===== config.mk =====
export PLATFORM = sky130hd
export DESIGN_NAME = equation_accumulate_flat
export DESIGN_NICKNAME = d
export VERILOG_FILES = /design/src/rtl/dsp_pkg.sv /design/src/rtl/equation_accumulate_if.sv /design/src/rtl/equation_accum.sv /design/src/rtl/equation_accumulate.sv /design/src/flat_wrapper.sv
export SDC_FILE = /design/constraint.sdc
export NUM_CORES = 1
export LEC_CHECK = 0
export ABC_CLOCK_PERIOD_IN_PS = 4200
export CAP_MARGIN = 20
export CORE_UTILIZATION = 55
export DETAILED_ROUTE_END_ITERATION = 7
export PLACE_DENSITY_LB_ADDON = 0.3
export SLEW_MARGIN = 20
export SYNTH_ARGS = -nofsm -noshare
export SYNTH_HDL_FRONTEND = slang
export SYNTH_SLANG_ARGS = --single-unit

===== constraint.sdc =====
create_clock -name wb_clk -period 4.2 [get_ports wb_clk]
set_clock_uncertainty 0.1 [all_clocks]
set_input_delay 0.63 -clock wb_clk [delete_from_list [all_inputs] [get_ports wb_clk]]
set_output_delay 0.63 -clock wb_clk [all_outputs]
set_load 0.02 [all_outputs]

===== src/rtl/dsp_pkg.sv =====
// Types and constants shared by the DSP equation engines.
package dsp_pkg;

   typedef enum logic [2:0] {
      ST_IDLE  = 3'd0,
      ST_READ  = 3'd1,
      ST_WRITE = 3'd2,
      ST_DONE  = 3'd3,
      ST_ERROR = 3'd4
   } eq_state_e;

   localparam logic [2:0] CTI_CLASSIC = 3'b000;
   localparam logic [1:0] BTE_LINEAR  = 2'b00;
   localparam logic [3:0] SEL_WORD    = 4'hF;

endpackage


===== src/rtl/equation_accumulate_if.sv =====
// Wishbone classic-cycle bus bundle; signal suffixes follow the master's view.
interface equation_accumulate_if #(
   parameter int dw = 32,
   parameter int aw = 32
);
   logic [aw-1:0] wb_adr_o;
   logic [dw-1:0] wb_dat_o;
   logic [3:0]    wb_sel_o;
   logic          wb_we_o;
   logic          wb_cyc_o;
   logic          wb_stb_o;
   logic [2:0]    wb_cti_o;
   logic [1:0]    wb_bte_o;
   logic [dw-1:0] wb_dat_i;
   logic          wb_ack_i;
   logic          wb_err_i;
   logic          wb_rty_i;

   modport master (
      output wb_adr_o, wb_dat_o, wb_sel_o, wb_we_o, wb_cyc_o, wb_stb_o, wb_cti_o, wb_bte_o,
      input  wb_dat_i, wb_ack_i, wb_err_i, wb_rty_i
   );

   modport slave (
      input  wb_adr_o, wb_dat_o, wb_sel_o, wb_we_o, wb_cyc_o, wb_stb_o, wb_cti_o, wb_bte_o,
      output wb_dat_i, wb_ack_i, wb_err_i, wb_rty_i
   );
endinterface


===== src/rtl/equation_accum.sv =====
// Wide accumulator with clear, add-enable, sign/zero extension and an optional
// saturating dw-bit output stage.
module equation_accum #(
   parameter int dw = 32,
   parameter int LW = 8
) (
   input  logic          clk,
   input  logic          rst_n,
   input  logic          clr,
   input  logic          add_en,
   input  logic          is_signed,
   input  logic          saturate,
   input  logic [dw-1:0] operand,
   output logic [dw-1:0] result
);
   localparam int AW = dw + LW;

   logic [AW-1:0] acc_q, acc_d, ext_s;
   logic [LW:0]   top_s;

   // next accumulator value; LW guard bits mean the sum of 2^LW-1 operands never overflows
   always_comb begin
      ext_s = is_signed ? {{LW{operand[dw-1]}}, operand} : {{LW{1'b0}}, operand};
      acc_d = acc_q;
      if (clr) begin
         acc_d = '0;
      end else if (add_en) begin
         acc_d = acc_q + ext_s;
      end else begin
         acc_d = acc_q;
      end
   end

   // accumulator register
   always_ff @(posedge clk or negedge rst_n) begin
      if (!rst_n) begin
         acc_q <= '0;
      end else begin
         acc_q <= acc_d;
      end
   end

   // signed overflow shows as guard bits differing from the dw-1 sign bit
   always_comb begin
      top_s  = acc_q[AW-1:dw-1];
      result = acc_q[dw-1:0];
      if (!saturate) begin
         result = acc_q[dw-1:0];
      end else if (is_signed) begin
         if ((top_s != '0) && (top_s != '1)) begin
            result = acc_q[AW-1] ? {1'b1, {(dw-1){1'b0}}} : {1'b0, {(dw-1){1'b1}}};
         end else begin
            result = acc_q[dw-1:0];
         end
      end else begin
         if (acc_q[AW-1:dw] != '0) begin
            result = '1;
         end else begin
            result = acc_q[dw-1:0];
         end
      end
   end

endmodule


===== src/rtl/equation_accumulate.sv =====
// Wishbone bus-master sum engine: reads equation_length words from base_address,
// accumulates them and writes the result to the following word.
module equation_accumulate
   import dsp_pkg::*;
#(
   parameter int dw        = 32,
   parameter int aw        = 32,
   parameter int LW        = 8,
   parameter int MAX_RETRY = 3
) (
   input  logic                  wb_clk,
   input  logic                  wb_rst_n,
   equation_accumulate_if.master wb,
   input  logic [aw-1:0]         base_address,
   input  logic [LW-1:0]         equation_length,
   input  logic                  equation_signed,
   input  logic                  equation_saturate,
   input  logic                  equation_enable,
   output logic                  equation_done,
   output logic                  equation_error
);
   localparam int RW = $clog2(MAX_RETRY + 2);

   eq_state_e     state_q, state_d;
   logic [LW-1:0] idx_q, idx_d, len_q, len_d;
   logic [RW-1:0] retry_q, retry_d;
   logic [aw-1:0] base_q, base_d, adr_q, adr_d;
   logic          signed_q, signed_d, sat_q, sat_d;
   logic          cyc_q, cyc_d, we_q, we_d;
   logic [3:0]    sel_q, sel_d;
   logic [dw-1:0] dat_q, dat_d;
   logic          done_q, done_d, error_q, error_d;

   logic          ack_s, err_s, rty_s, term_s;
   logic          acc_clr_s, acc_add_s;
   logic [dw-1:0] result_s;
   logic [aw-1:0] rd_adr_s, wr_adr_s;

   assign ack_s    = cyc_q & wb.wb_ack_i;
   assign err_s    = cyc_q & wb.wb_err_i;
   assign rty_s    = cyc_q & wb.wb_rty_i;
   assign term_s   = ack_s | err_s | rty_s;
   assign rd_adr_s = base_q + aw'({idx_q, 2'b00});
   assign wr_adr_s = base_q + aw'({len_q, 2'b00});

   equation_accum #(.dw(dw), .LW(LW)) u_accum (
      .clk       (wb_clk),
      .rst_n     (wb_rst_n),
      .clr       (acc_clr_s),
      .add_en    (acc_add_s),
      .is_signed (signed_q),
      .saturate  (sat_q),
      .operand   (wb.wb_dat_i),
      .result    (result_s)
   );

   // sequencing: operand index, retry budget and state transitions
   always_comb begin
      state_d   = state_q;
      idx_d     = idx_q;
      len_d     = len_q;
      retry_d   = retry_q;
      base_d    = base_q;
      signed_d  = signed_q;
      sat_d     = sat_q;
      acc_clr_s = 1'b0;
      acc_add_s = 1'b0;
      case (state_q)
         ST_IDLE: begin
            if (equation_enable) begin
               base_d    = base_address;
               len_d     = equation_length;
               signed_d  = equation_signed;
               sat_d     = equation_saturate;
               idx_d     = '0;
               retry_d   = '0;
               acc_clr_s = 1'b1;
               state_d   = (equation_length != '0) ? ST_READ : ST_WRITE;
            end else begin
               state_d = ST_IDLE;
            end
         end
         ST_READ, ST_WRITE: begin
            // err outranks a simultaneous ack
            if (err_s) begin
               state_d = ST_ERROR;
            end else if (ack_s) begin
               retry_d = '0;
               if (state_q == ST_WRITE) begin
                  state_d = ST_DONE;
               end else begin
                  acc_add_s = 1'b1;
                  if (idx_q == len_q - LW'(1)) begin
                     state_d = ST_WRITE;
                  end else begin
                     idx_d = idx_q + LW'(1);
                  end
               end
            end else if (rty_s) begin
               if (retry_q == RW'(MAX_RETRY)) begin
                  state_d = ST_ERROR;
               end else begin
                  retry_d = retry_q + RW'(1);
               end
            end else begin
               state_d = state_q;
            end
         end
         ST_DONE, ST_ERROR: state_d = equation_enable ? state_q : ST_IDLE;
         default:           state_d = ST_IDLE;
      endcase
   end

   // bus drive: launch one access per idle cycle, drop everything on any termination
   always_comb begin
      cyc_d = cyc_q;
      we_d  = we_q;
      sel_d = sel_q;
      adr_d = adr_q;
      dat_d = dat_q;
      if (term_s) begin
         cyc_d = 1'b0;
         we_d  = 1'b0;
         sel_d = '0;
         adr_d = '0;
         dat_d = '0;
      end else if (!cyc_q && (state_q == ST_READ)) begin
         cyc_d = 1'b1;
         we_d  = 1'b0;
         sel_d = SEL_WORD;
         adr_d = rd_adr_s;
         dat_d = '0;
      end else if (!cyc_q && (state_q == ST_WRITE)) begin
         cyc_d = 1'b1;
         we_d  = 1'b1;
         sel_d = SEL_WORD;
         adr_d = wr_adr_s;
         dat_d = result_s;
      end else begin
         cyc_d = cyc_q;
      end
      done_d  = (state_q == ST_DONE);
      error_d = (state_q == ST_ERROR);
   end

   // state and output registers
   always_ff @(posedge wb_clk or negedge wb_rst_n) begin
      if (!wb_rst_n) begin
         state_q  <= ST_IDLE;
         idx_q    <= '0;
         len_q    <= '0;
         retry_q  <= '0;
         base_q   <= '0;
         signed_q <= 1'b0;
         sat_q    <= 1'b0;
         cyc_q    <= 1'b0;
         we_q     <= 1'b0;
         sel_q    <= '0;
         adr_q    <= '0;
         dat_q    <= '0;
         done_q   <= 1'b0;
         error_q  <= 1'b0;
      end else begin
         state_q  <= state_d;
         idx_q    <= idx_d;
         len_q    <= len_d;
         retry_q  <= retry_d;
         base_q   <= base_d;
         signed_q <= signed_d;
         sat_q    <= sat_d;
         cyc_q    <= cyc_d;
         we_q     <= we_d;
         sel_q    <= sel_d;
         adr_q    <= adr_d;
         dat_q    <= dat_d;
         done_q   <= done_d;
         error_q  <= error_d;
      end
   end

   assign wb.wb_cyc_o    = cyc_q;
   assign wb.wb_stb_o    = cyc_q;
   assign wb.wb_we_o     = we_q;
   assign wb.wb_sel_o    = sel_q;
   assign wb.wb_adr_o    = adr_q;
   assign wb.wb_dat_o    = dat_q;
   assign wb.wb_cti_o    = CTI_CLASSIC;
   assign wb.wb_bte_o    = BTE_LINEAR;
   assign equation_done  = done_q;
   assign equation_error = error_q;

endmodule


===== src/flat_wrapper.sv =====
// flat-port wrapper written by rule: the top's interface ports become plain ports
module equation_accumulate_flat import dsp_pkg::*;
#(
   parameter int dw        = 32,
   parameter int aw        = 32,
   parameter int LW        = 8,
   parameter int MAX_RETRY = 3
)
  (wb_clk, wb_rst_n, base_address, equation_length, equation_signed, equation_saturate, equation_enable, equation_done, equation_error, wb_wb_adr_o, wb_wb_dat_o, wb_wb_sel_o, wb_wb_we_o, wb_wb_cyc_o, wb_wb_stb_o, wb_wb_cti_o, wb_wb_bte_o, wb_wb_dat_i, wb_wb_ack_i, wb_wb_err_i, wb_wb_rty_i);
  equation_accumulate_if #(.dw(dw), .aw(aw)) wb_i ();
  input  logic wb_clk;
  input  logic wb_rst_n;
  input  logic [aw-1:0] base_address;
  input  logic [LW-1:0] equation_length;
  input  logic equation_signed;
  input  logic equation_saturate;
  input  logic equation_enable;
  output logic equation_done;
  output logic equation_error;
  output wire logic [$bits(wb_i.wb_adr_o)-1:0] wb_wb_adr_o;
  output wire logic [$bits(wb_i.wb_dat_o)-1:0] wb_wb_dat_o;
  output wire logic [$bits(wb_i.wb_sel_o)-1:0] wb_wb_sel_o;
  output wire logic [$bits(wb_i.wb_we_o)-1:0] wb_wb_we_o;
  output wire logic [$bits(wb_i.wb_cyc_o)-1:0] wb_wb_cyc_o;
  output wire logic [$bits(wb_i.wb_stb_o)-1:0] wb_wb_stb_o;
  output wire logic [$bits(wb_i.wb_cti_o)-1:0] wb_wb_cti_o;
  output wire logic [$bits(wb_i.wb_bte_o)-1:0] wb_wb_bte_o;
  input wire logic [$bits(wb_i.wb_dat_i)-1:0] wb_wb_dat_i;
  input wire logic [$bits(wb_i.wb_ack_i)-1:0] wb_wb_ack_i;
  input wire logic [$bits(wb_i.wb_err_i)-1:0] wb_wb_err_i;
  input wire logic [$bits(wb_i.wb_rty_i)-1:0] wb_wb_rty_i;
  assign wb_wb_adr_o = wb_i.wb_adr_o;
  assign wb_wb_dat_o = wb_i.wb_dat_o;
  assign wb_wb_sel_o = wb_i.wb_sel_o;
  assign wb_wb_we_o = wb_i.wb_we_o;
  assign wb_wb_cyc_o = wb_i.wb_cyc_o;
  assign wb_wb_stb_o = wb_i.wb_stb_o;
  assign wb_wb_cti_o = wb_i.wb_cti_o;
  assign wb_wb_bte_o = wb_i.wb_bte_o;
  assign wb_i.wb_dat_i = wb_wb_dat_i;
  assign wb_i.wb_ack_i = wb_wb_ack_i;
  assign wb_i.wb_err_i = wb_wb_err_i;
  assign wb_i.wb_rty_i = wb_wb_rty_i;
  equation_accumulate #(.dw(dw), .aw(aw), .LW(LW), .MAX_RETRY(MAX_RETRY)) u_core (.wb_clk(wb_clk), .wb_rst_n(wb_rst_n), .wb(wb_i), .base_address(base_address), .equation_length(equation_length), .equation_signed(equation_signed), .equation_saturate(equation_saturate), .equation_enable(equation_enable), .equation_done(equation_done), .equation_error(equation_error));
endmodule

== After elaboration in Yosys (flattened, before gate mapping) ==
Index checks and enable logic that the tools add are counted.
Widths: inputs -> output; s select.

* Bitwise logic cells: 5
* Reduce and logical (&&, ||, !) cells: 17
* Mux-type cells: 50
* $add $sub $neg: 6
* Equal/unequal tests: 18

{| class="wikitable"
|+ Operator list
! cell !! number
|-
| $mux 32 || 11
|-
| $mux 40 || 3
|-
| $add 32x10->32 || 2
|-
| $add 40x40->40 || 1
|-
| $mux 8 || 5
|-
| $mux 3 || 13
|-
| $pmux 8 s2 || 1
|-
| $reduce_bool 8->1 || 2
|-
| $mux 4 || 3
|-
| $mux 1 || 11
|-
| $ne 2x2->1 const B || 5
|-
| $eq 3x2->1 const B || 3
|-
| $ne 9x9->1 const B || 1
|-
| $pmux 3 s3 || 1
|-
| $reduce_bool 9->1 || 1
|-
| $add 8x1->8 const B || 1
|-
| $eq 8x8->1 || 1
|-
| $ne 4x1->1 const B || 2
|-
| $sub 8x1->8 const B || 1
|-
| $pmux 3 s2 || 1
|-
| $reduce_and 6->1 || 1
|-
| $ne 5x5->1 const B || 1
|-
| $reduce_and 5->1 || 1
|-
| $reduce_and 4->1 || 1
|-
| 16 further kinds || 23
|}

* Bits in registers: 168
* Bits of input ports: 80

== Depth between registers and ports, before layout ==
Gate-level depths: netlist of run 1.

* Depth in word-level cells: 8
* Depth in mapped cells: 15
* Gate-level depth less buffers: 13

== Modules after synthesis ==
A second synthesis of run 1 with hierarchy kept.

* Cells, all modules: 1,070
* Area, all modules: 10,248.6 µm²

{| class="wikitable"
|+ By module, submodules not included
! module !! cells each !! area each (µm²) !! instances
|-
| equation_accumulate || 556 || 6,012.0 || 1
|-
| equation_accum || 514 || 4,236.6 || 1
|}

== Worst setup path before layout of run 1 ==
OpenSTA, ideal clock, no wires.

* Path kind: register to register
* From: register u_core.wb.wb_sel_o[2] (netlist name)
* To: register u_core.adr_q[22], in the netlist u_core.wb.wb_adr_o[22]
* Arrival time: 3.389 ns
* Library setup time: 0.133 ns
* Stages on the path, launching flop included: 14
* Setup slack: 0.577 ns
* Period minus slack after synthesis: 3.623 ns
* Cells stage by stage: dfrtp_1 buf_2 nor4b_1 clkbuf_1 mux2_2 ha_1 nand3_1 a21oi_1 o21ai_0 a21boi_0 nor2_1 nor4_1 xnor2_1 o21ai_0

{| class="wikitable"
|+ RTL lines
! item !! RTL line !! source
|-
| end signal: assignment || equation_accumulate.sv:174 || <nowiki>adr_q <= adr_d;</nowiki>
|-
| end: declaration || equation_accumulate.sv:27 || <nowiki>logic [aw-1:0] base_q, base_d, adr_q, adr_d;</nowiki>
|}

== Final worst setup path of run 1 ==
* From: register u_core.state_q[0]
* To: register u_core.adr_q[28], in the netlist u_core.wb.wb_adr_o[28]

* Cells in the longest elaborated chain, start to end: 4
* Elaborated cells between the ends (all ways): 7

{| class="wikitable"
|+ Ends and longest elaborated chain
! item !! RTL line !! source
|-
| start: declaration || equation_accumulate.sv:24 || <nowiki>eq_state_e state_q, state_d;</nowiki>
|-
| start signal: assignment || equation_accumulate.sv:164 || <nowiki>state_q <= state_d;</nowiki>
|-
| $eq 3x1->1 || equation_accumulate.sv:127 || <nowiki>end else if (!cyc_q && (state_q == ST_READ)) begin</nowiki>
|-
| $logic_and 1x1->1 || equation_accumulate.sv:127 ||
|-
| $mux 32 || equation_accumulate.sv:127 ||
|-
| $mux 32 || equation_accumulate.sv:121 || <nowiki>if (term_s) begin</nowiki>
|}

Several ways; a longest one is shown, not always the timed one.
A chain may end at the register's enable or synchronous reset.

==> reports/metrics.yaml, run 1 <==
status:
  status: "complete, no violations"
clock_tree:
  ctsResizeCount: 0
  cts_setup_buffers: 0
  cts-buffers-inserted: 17
  ctsHoldBuffers: 0
  cts_tree: "done"
  clk_latency_ns: 0.44
  clock_path_buffers: 2
  root_buffer: "clkbuf_16"
  ctsHtreeMaxLevel: 4
  cts.sinks: 164
  clkSlewWorstSetupHoldPaths_ns: 0.07
yosys:
  syn_avg_cell_area_um2: 8.51
  ys_ff_latch: 164
  ys_types: 65
  synth_edf_count: 0
  yosysWarnings: 0
  synthArstFlopShare_pct: 100
  synth-seq-area-share_pct: 41.6
  synth_area_um2: 9860
  synth_flop_cell: "dfrtp_1"
  synth_cells: 1159
sta:
  finalSetupTns_ns: 0
  max_clock_freq_ghz: 0.265
  hold_ws_ns: 0.0834
  final_max_slew_viol_count: 0
  timing.final.crit_period_ns: 3.77
  finalHoldViolations: 0
  relSlewSlack_pct: 40.4
  tightest_slew_ns: 0.894
  fin_crit_sh_pct: 89.7
  rsz0062_at_grt: "false"
  setup_viol: 0
floorplan:
  dieHeight_um: 136
  initial_utilization_pct: 56.6
  row_count: 48
  core_area_um2: 17400
  die_area_um2: 18500
  die-width_um: 136
  ios: 158
pwr:
  p_switching_uw: 4100
  max-vdd-ir-drop_mv: 0.388
  clock_power_share_pct: 16.9
  swShare_pct: 45.1
  p_per_area_nw_per_um2: 749
  internal-power_uw: 4990
  p_leak_uw: 0.00552
  pwr-share-comb_pct: 52.4
  power_frac_seq_pct: 30.6
drt:
  wl_per_cell_um: 17.4
  drt_iter0_markers: 879
  routed-wl-met2_mm: 12.6
  viasPerCell: 5.93
  routed_wl_mm: 26.5
  ant_nets: 0
  m1WireLength_mm: 12.0
  wl_met3_mm: 1.62
  topRoutingLayerUsed: "met4"
  via_count: 9015
  drc: 0
  dr.pass1.iters: 5
grt:
  antenna_found_initial: 0
  grt-ovfl-total: 0
  track_usage_pct: 29.6
  grt_start_max_net_pins: 70
  grt_pass1_wl_mm: 43.2
  grt_pass1_vias: 8713
final_layout:
  final_layout_size_suffix_gt1_share_pct: 5.79
  nets: 1418
  areaGrowthSynthToFinish_pct: 23.1
  final_common_cell: "nand2_1"
  postLayoutCoreUtil_pct: 69.7
  finalNonFillerCells: 1521
  final_cell_mix: "nand2_1 (272), dfrtp_1 (164), clkdlybuf4s50_1 (151)"
  n_antenna_cell: 0
worst_setup_path:
  worstPathRequired_ns: 4.39
  critPathSlowestCell: "dfrtp_1"
  cp.arrival_ns: 3.95
  r2r-end: "u_core.wb.wb_adr_o[28]$_DFFE_PN0P_"
  cp_num_cells: 13
  path_class: "register to register"
  rrSetupSlack_ns: 0.43
  cp_num_buf_inv: 2
  startpoint_type: "register"
  timing.rr.start: "u_core.state_q[0]$_DFFE_PN0P_"
  crit_fanout: 11
  r2r_cells: 13
  crit_chain: "nor4b_2 > buf_4 > mux2_2 > ha_1 > a21oi_1 > a21oi_1 > o21ai_0 > a21boi_0 > buf_4 > o2111ai_1 > nor2_1 > xnor2_1 > o21ai_0"
  cp_top_family: "compound AO/OA/AOI/OAI gates"
  cpPeakStageDelay_ns: 0.52
  endpoint_kind: "register"
place:
  hpwl_mm: 18.7
  dpl.cell_count: 1488
  port_buffers: 152
  gp_congestion: 0.940
worst_hold_path:
  worstHoldPathType: "input pin to async pin"
run:
  drv_cap: 0
cell usage after synthesis, types with 5 or more instances:
cell type | n | area share (%)
nor4_1 | 10 | 0.63
inv_1 | 24 | 0.91
nor3_1 | 14 | 0.71
o31ai_1 | 5 | 0.38
nor2b_1 | 6 | 0.38
xor2_1 | 29 | 2.6
nand2b_1 | 10 | 0.63
ha_1 | 53 | 6.7
mux2_2 | 10 | 1.1
a211oi_1 | 7 | 0.53
a22o_1 | 11 | 0.98
clkbuf_1 | 51 | 1.9
nand3_1 | 22 | 1.1
or3_1 | 9 | 0.57
o211ai_1 | 13 | 0.99
dfrtp_1 | 164 | 42
a21o_1 | 20 | 1.5
nand2_1 | 272 | 10
nand4_1 | 15 | 0.95
o21bai_1 | 5 | 0.38
o21ai_0 | 124 | 6.3
xnor2_1 | 39 | 3.5
o21a_1 | 6 | 0.46
buf_4 | 11 | 0.84
a21oi_1 | 88 | 4.5
a31oi_1 | 8 | 0.51
and3_1 | 16 | 1.0
nor2_1 | 53 | 2.0
area by class of cell:
type                       instances  area, um2
clock inverter                    14        134
tap                              225        282
timing repair buffer             169       1680
clock buffer                      18        439
inverter                          24       90.1
multi-input combinational        907       5410
fill                            1395       5270
sequential                       164       4100
flip-flops by register name, summed over array words and instances (netlist names), 3 cells and up:
name                  cells
u_core.idx_q              8
u_core.len_q              8
u_core.retry_q            3
u_core.base_q            32
u_core.state_q            3
u_core.u_accum.acc_q     40
u_core.wb.wb_adr_o       32
u_core.wb.wb_dat_o       32
kinds of logic after synthesis:
| family | after synthesis | synth area share (%) |
|---|---|---|
| AO/OA/AOI/OAI | 322 | 20.0 |
| XOR/XNOR | 68 | 6.04 |
| adder cells (fa/ha/maj) | 55 | 7.13 |
| buffers and inverters | 92 | 3.97 |
| flip-flops | 164 | 41.6 |
| multiplexers | 13 | 1.45 |
| other | 1 | 0.0380 |
| AND/OR/NAND/NOR | 444 | 19.8 |
power groups by stage:
| stage | registers (uW) | clock network [uW] | logic [uW] |
|---|---|---|---|
| floorplan | 2970 | 0 | 2880 |
| global placement | 2770 | 0 | 4520 |
| detailed placement | 2800 | 0 | 4640 |
| CTS | 2770 | 1550 | 4700 |
| global route | 2860 | 1610 | 5250 |
| finish | 2790 | 1540 | 4770 |
how the worst max path moves through the flow:
stage                                                      end                              start
after floorplan             u_core.wb.wb_adr_o[22]$_DFFE_PN0P_  u_core.wb.wb_sel_o[2]$_DFFE_PN0P_
after global placement    u_core.u_accum.acc_q[39]$_DFFE_PN0P_                    wb_wb_dat_i[31]
after detailed placement  u_core.u_accum.acc_q[39]$_DFFE_PN0P_                    wb_wb_dat_i[31]
after CTS                   u_core.wb.wb_adr_o[28]$_DFFE_PN0P_      u_core.state_q[1]$_DFFE_PN0P_
after global routing        u_core.wb.wb_adr_o[30]$_DFFE_PN0P_      u_core.state_q[0]$_DFFE_PN0P_
final                       u_core.wb.wb_adr_o[28]$_DFFE_PN0P_      u_core.state_q[0]$_DFFE_PN0P_
per-layer routing:
metal,track usage (%),up-vias
met2,48.1,335
met3,5.00,32
met4,8.77,0
li1,-,4306
met5,0,-
met1,40.7,4342
stage by stage:
| stage | setup slack (ns) | total power [uW] | instance area (um2) |
|---|---|---|---|
| after detailed placement | 0.164 | 7440 | 11500 |
| after CTS | 0.469 | 9020 | 12100 |
| after global routing | 0.203 | 9730 | 12100 |
| final | 0.431 | 9090 | 12100 |
| after global placement | 0.274 | 7290 | 11500 |
| after floorplan | 0.577 | 5850 | 9880 |
Note: power is estimated with default switching activity, not from simulation.
==> inputs of run 2 (changes only) <==
--- a/config.mk
+++ b/config.mk
@@ -7,6 +7,7 @@
 export LEC_CHECK = 0
 export ABC_CLOCK_PERIOD_IN_PS = 4200
 export CAP_MARGIN = 20
+export CORE_ASPECT_RATIO = 1.2
 export CORE_UTILIZATION = 55
 export DETAILED_ROUTE_END_ITERATION = 7
 export PLACE_DENSITY_LB_ADDON = 0.3
==> run 2 against run 1 <==
Compared with the run above:
- total power grew 0.14%
- via count down 0.63%
- register-to-register slack worse by 0.03 ns
- sequential cell count is the same
- worst setup slack worse by 0.027 ns
- sequential share of layout area barely moved
- global-route usage about the same
- worst hold slack improved by 0.054 ns
- largest power group unchanged
==> reports/metrics.yaml, run 2 (same netlist as run 1, synthesis figures left out) <==
grt:
  track_usage_pct: 29.6
  grt_pass1_vias: 8756
  antenna_found_initial: 0
  grt_pass1_wl_mm: 43.7
  grt-ovfl-total: 0
  grt_start_max_net_pins: 89
worst_setup_path:
  cp.arrival_ns: 4.04
  critPathSlowestCell: "nor4b_2"
  cp_top_family: "compound AO/OA/AOI/OAI gates"
  timing.rr.start: "u_core.state_q[1]$_DFFE_PN0P_"
  rrSetupSlack_ns: 0.40
  path_class: "register to register"
  startpoint_type: "register"
  cpPeakStageDelay_ns: 0.63
  crit_chain: "nor4b_2 > buf_4 > mux2_2 > ha_1 > nand2_1 > a21oi_1 > o21ai_0 > a21boi_0 > buf_4 > o2111ai_1 > nor2_1 > xnor2_1 > o21ai_0"
  cp_num_buf_inv: 2
  endpoint_kind: "register"
  r2r-end: "u_core.wb.wb_adr_o[28]$_DFFE_PN0P_"
  crit_fanout: 9
  r2r_cells: 13
  worstPathRequired_ns: 4.44
drt:
  routed-wl-met2_mm: 13.5
  drc: 0
  ant_nets: 0
  drt_iter0_markers: 866
  via_count: 8958
  viasPerCell: 5.91
  m1WireLength_mm: 11.1
  dr.pass1.iters: 5
  routed_wl_mm: 26.5
  wl_met3_mm: 1.21
  wl_per_cell_um: 17.5
  topRoutingLayerUsed: "met4"
sta:
  rsz0062_at_grt: "false"
  tightest_slew_ns: 0.837
  hold_ws_ns: 0.137
  setup_viol: 0
  max_clock_freq_ghz: 0.263
  final_max_slew_viol_count: 0
  finalSetupTns_ns: 0
  relSlewSlack_pct: 44.0
  fin_crit_sh_pct: 90.4
  worst_slack_ns: 0.405
  finalHoldViolations: 0
  timing.final.crit_period_ns: 3.80
place:
  dp_slack_ns: 0.216
  placed_area_um2: 11500
  gp_congestion: 0.931
  port_buffers: 152
  hpwl_mm: 18.9
clock_tree:
  cts_tree: "done"
  ctsHoldBuffers: 0
  cts_setup_buffers: 0
  clock_path_buffers: 2
  ctsHtreeMaxLevel: 4
  clk_latency_ns: 0.44
  clkSlewWorstSetupHoldPaths_ns: 0.07
  cts-buffers-inserted: 17
  ctsResizeCount: 0
  root_buffer: "clkbuf_16"
  cts.sinks: 164
floorplan:
  die-width_um: 124
  die_area_um2: 18500
  dieHeight_um: 149
  ios: 158
  initial_utilization_pct: 56.3
  core_area_um2: 17500
  row_count: 53
final_layout:
  final_common_cell: "nand2_1"
  fin_area_um2: 12200
  final_cell_mix: "nand2_1 (272), dfrtp_1 (164), clkdlybuf4s50_1 (151)"
  largest_register_ffs: 40
  final_layout_size_suffix_gt1_share_pct: 5.71
  areaGrowthSynthToFinish_pct: 23.3
  regMostFlops: "u_core.u_accum.acc_q"
  fillers: 1436
  nets: 1418
  n_antenna_cell: 0
status:
  status: "complete, no violations"
run:
  drv_cap: 0
pwr:
  p_per_area_nw_per_um2: 749
  p_leak_uw: 0.00552
  power.total_uw: 9110
  max-vdd-ir-drop_mv: 0.381
worst_hold_path:
  worstHoldPathType: "input pin to async pin"
run 2: cell count changes in the layout (fill, tap and decap cells not counted), sizes merged:
cell | before | now
clkbuf | 18 | 19
clkinv | 2 | 4
inv | 33 | 28
bufinv | 0 | 1
run 2: metal layers:
layer | up-vias | track usage, %
met4 | 0 | 11.9
li1 | 4290 | -
met5 | - | 0
met3 | 59 | 4.06
met2 | 310 | 51.7
met1 | 4299 | 37.1
run 2: area by class of cell:
type	instances	area (um2)	share of cell area (%)
Timing Repair Buffer	169	1700	13.9
Clock buffer	19	453	3.73
Clock inverter	12	121	0.998
Multi-Input combinational cell	907	5420	44.6
Inverter	24	90.1	0.741
Tap cell	220	275	2.26
Sequential cell	164	4100	33.8
run 2: how the worst max path moves through the flow:
stage | to | from | depth (start not counted)
after floorplan | u_core.wb.wb_adr_o[22]$_DFFE_PN0P_ | u_core.wb.wb_sel_o[2]$_DFFE_PN0P_ | 13
after global placement | u_core.u_accum.acc_q[39]$_DFFE_PN0P_ | wb_wb_dat_i[31] | 12
after detailed placement | u_core.u_accum.acc_q[39]$_DFFE_PN0P_ | wb_wb_dat_i[31] | 12
after CTS | u_core.wb.wb_adr_o[31]$_DFFE_PN0P_ | u_core.state_q[1]$_DFFE_PN0P_ | 11
after global routing | u_core.wb.wb_adr_o[29]$_DFFE_PN0P_ | u_core.state_q[1]$_DFFE_PN0P_ | 11
final | u_core.wb.wb_adr_o[28]$_DFFE_PN0P_ | u_core.state_q[1]$_DFFE_PN0P_ | 13
run 2: worst reg2reg max path, delay by kind of cell, from the launching register on:
family	cells	cell delay [ns]
DFF	1	0.48
xor gates and xnor gates	1	0.14
adders and majority gates	1	0.33
muxes	1	0.34
buffers and inverters	2	0.42
and+or+nand+nor	3	0.83
AOI/OAI and AO/OA	5	1.08
run 2: metrics by stage:
stage,std cells,util [%]
floorplan,1163,-
global route,1515,69.5
CTS,1514,69.3
global placement,1483,66.0
detailed placement,1483,66.0
finish,1515,69.5
run 2: where the power goes:
group | switching [uW] | internal (uW) | total [uW] | leakage [uW]
Combinational | 2780 | 1990 | 4780 | 0.00308
Clock | 681 | 855 | 1540 | 0.000274
Sequential | 578 | 2220 | 2790 | 0.00217
==> inputs of run 3 (changes only) <==
--- a/config.mk
+++ b/config.mk
@@ -9,6 +9,7 @@
 export CAP_MARGIN = 20
 export CORE_ASPECT_RATIO = 1.2
 export CORE_UTILIZATION = 55
+export CTS_CLUSTER_SIZE = 16
 export DETAILED_ROUTE_END_ITERATION = 7
 export PLACE_DENSITY_LB_ADDON = 0.3
 export SLEW_MARGIN = 20
==> results of run 3 <==
Final layout, timing and power as in run 2 (identical DEF).
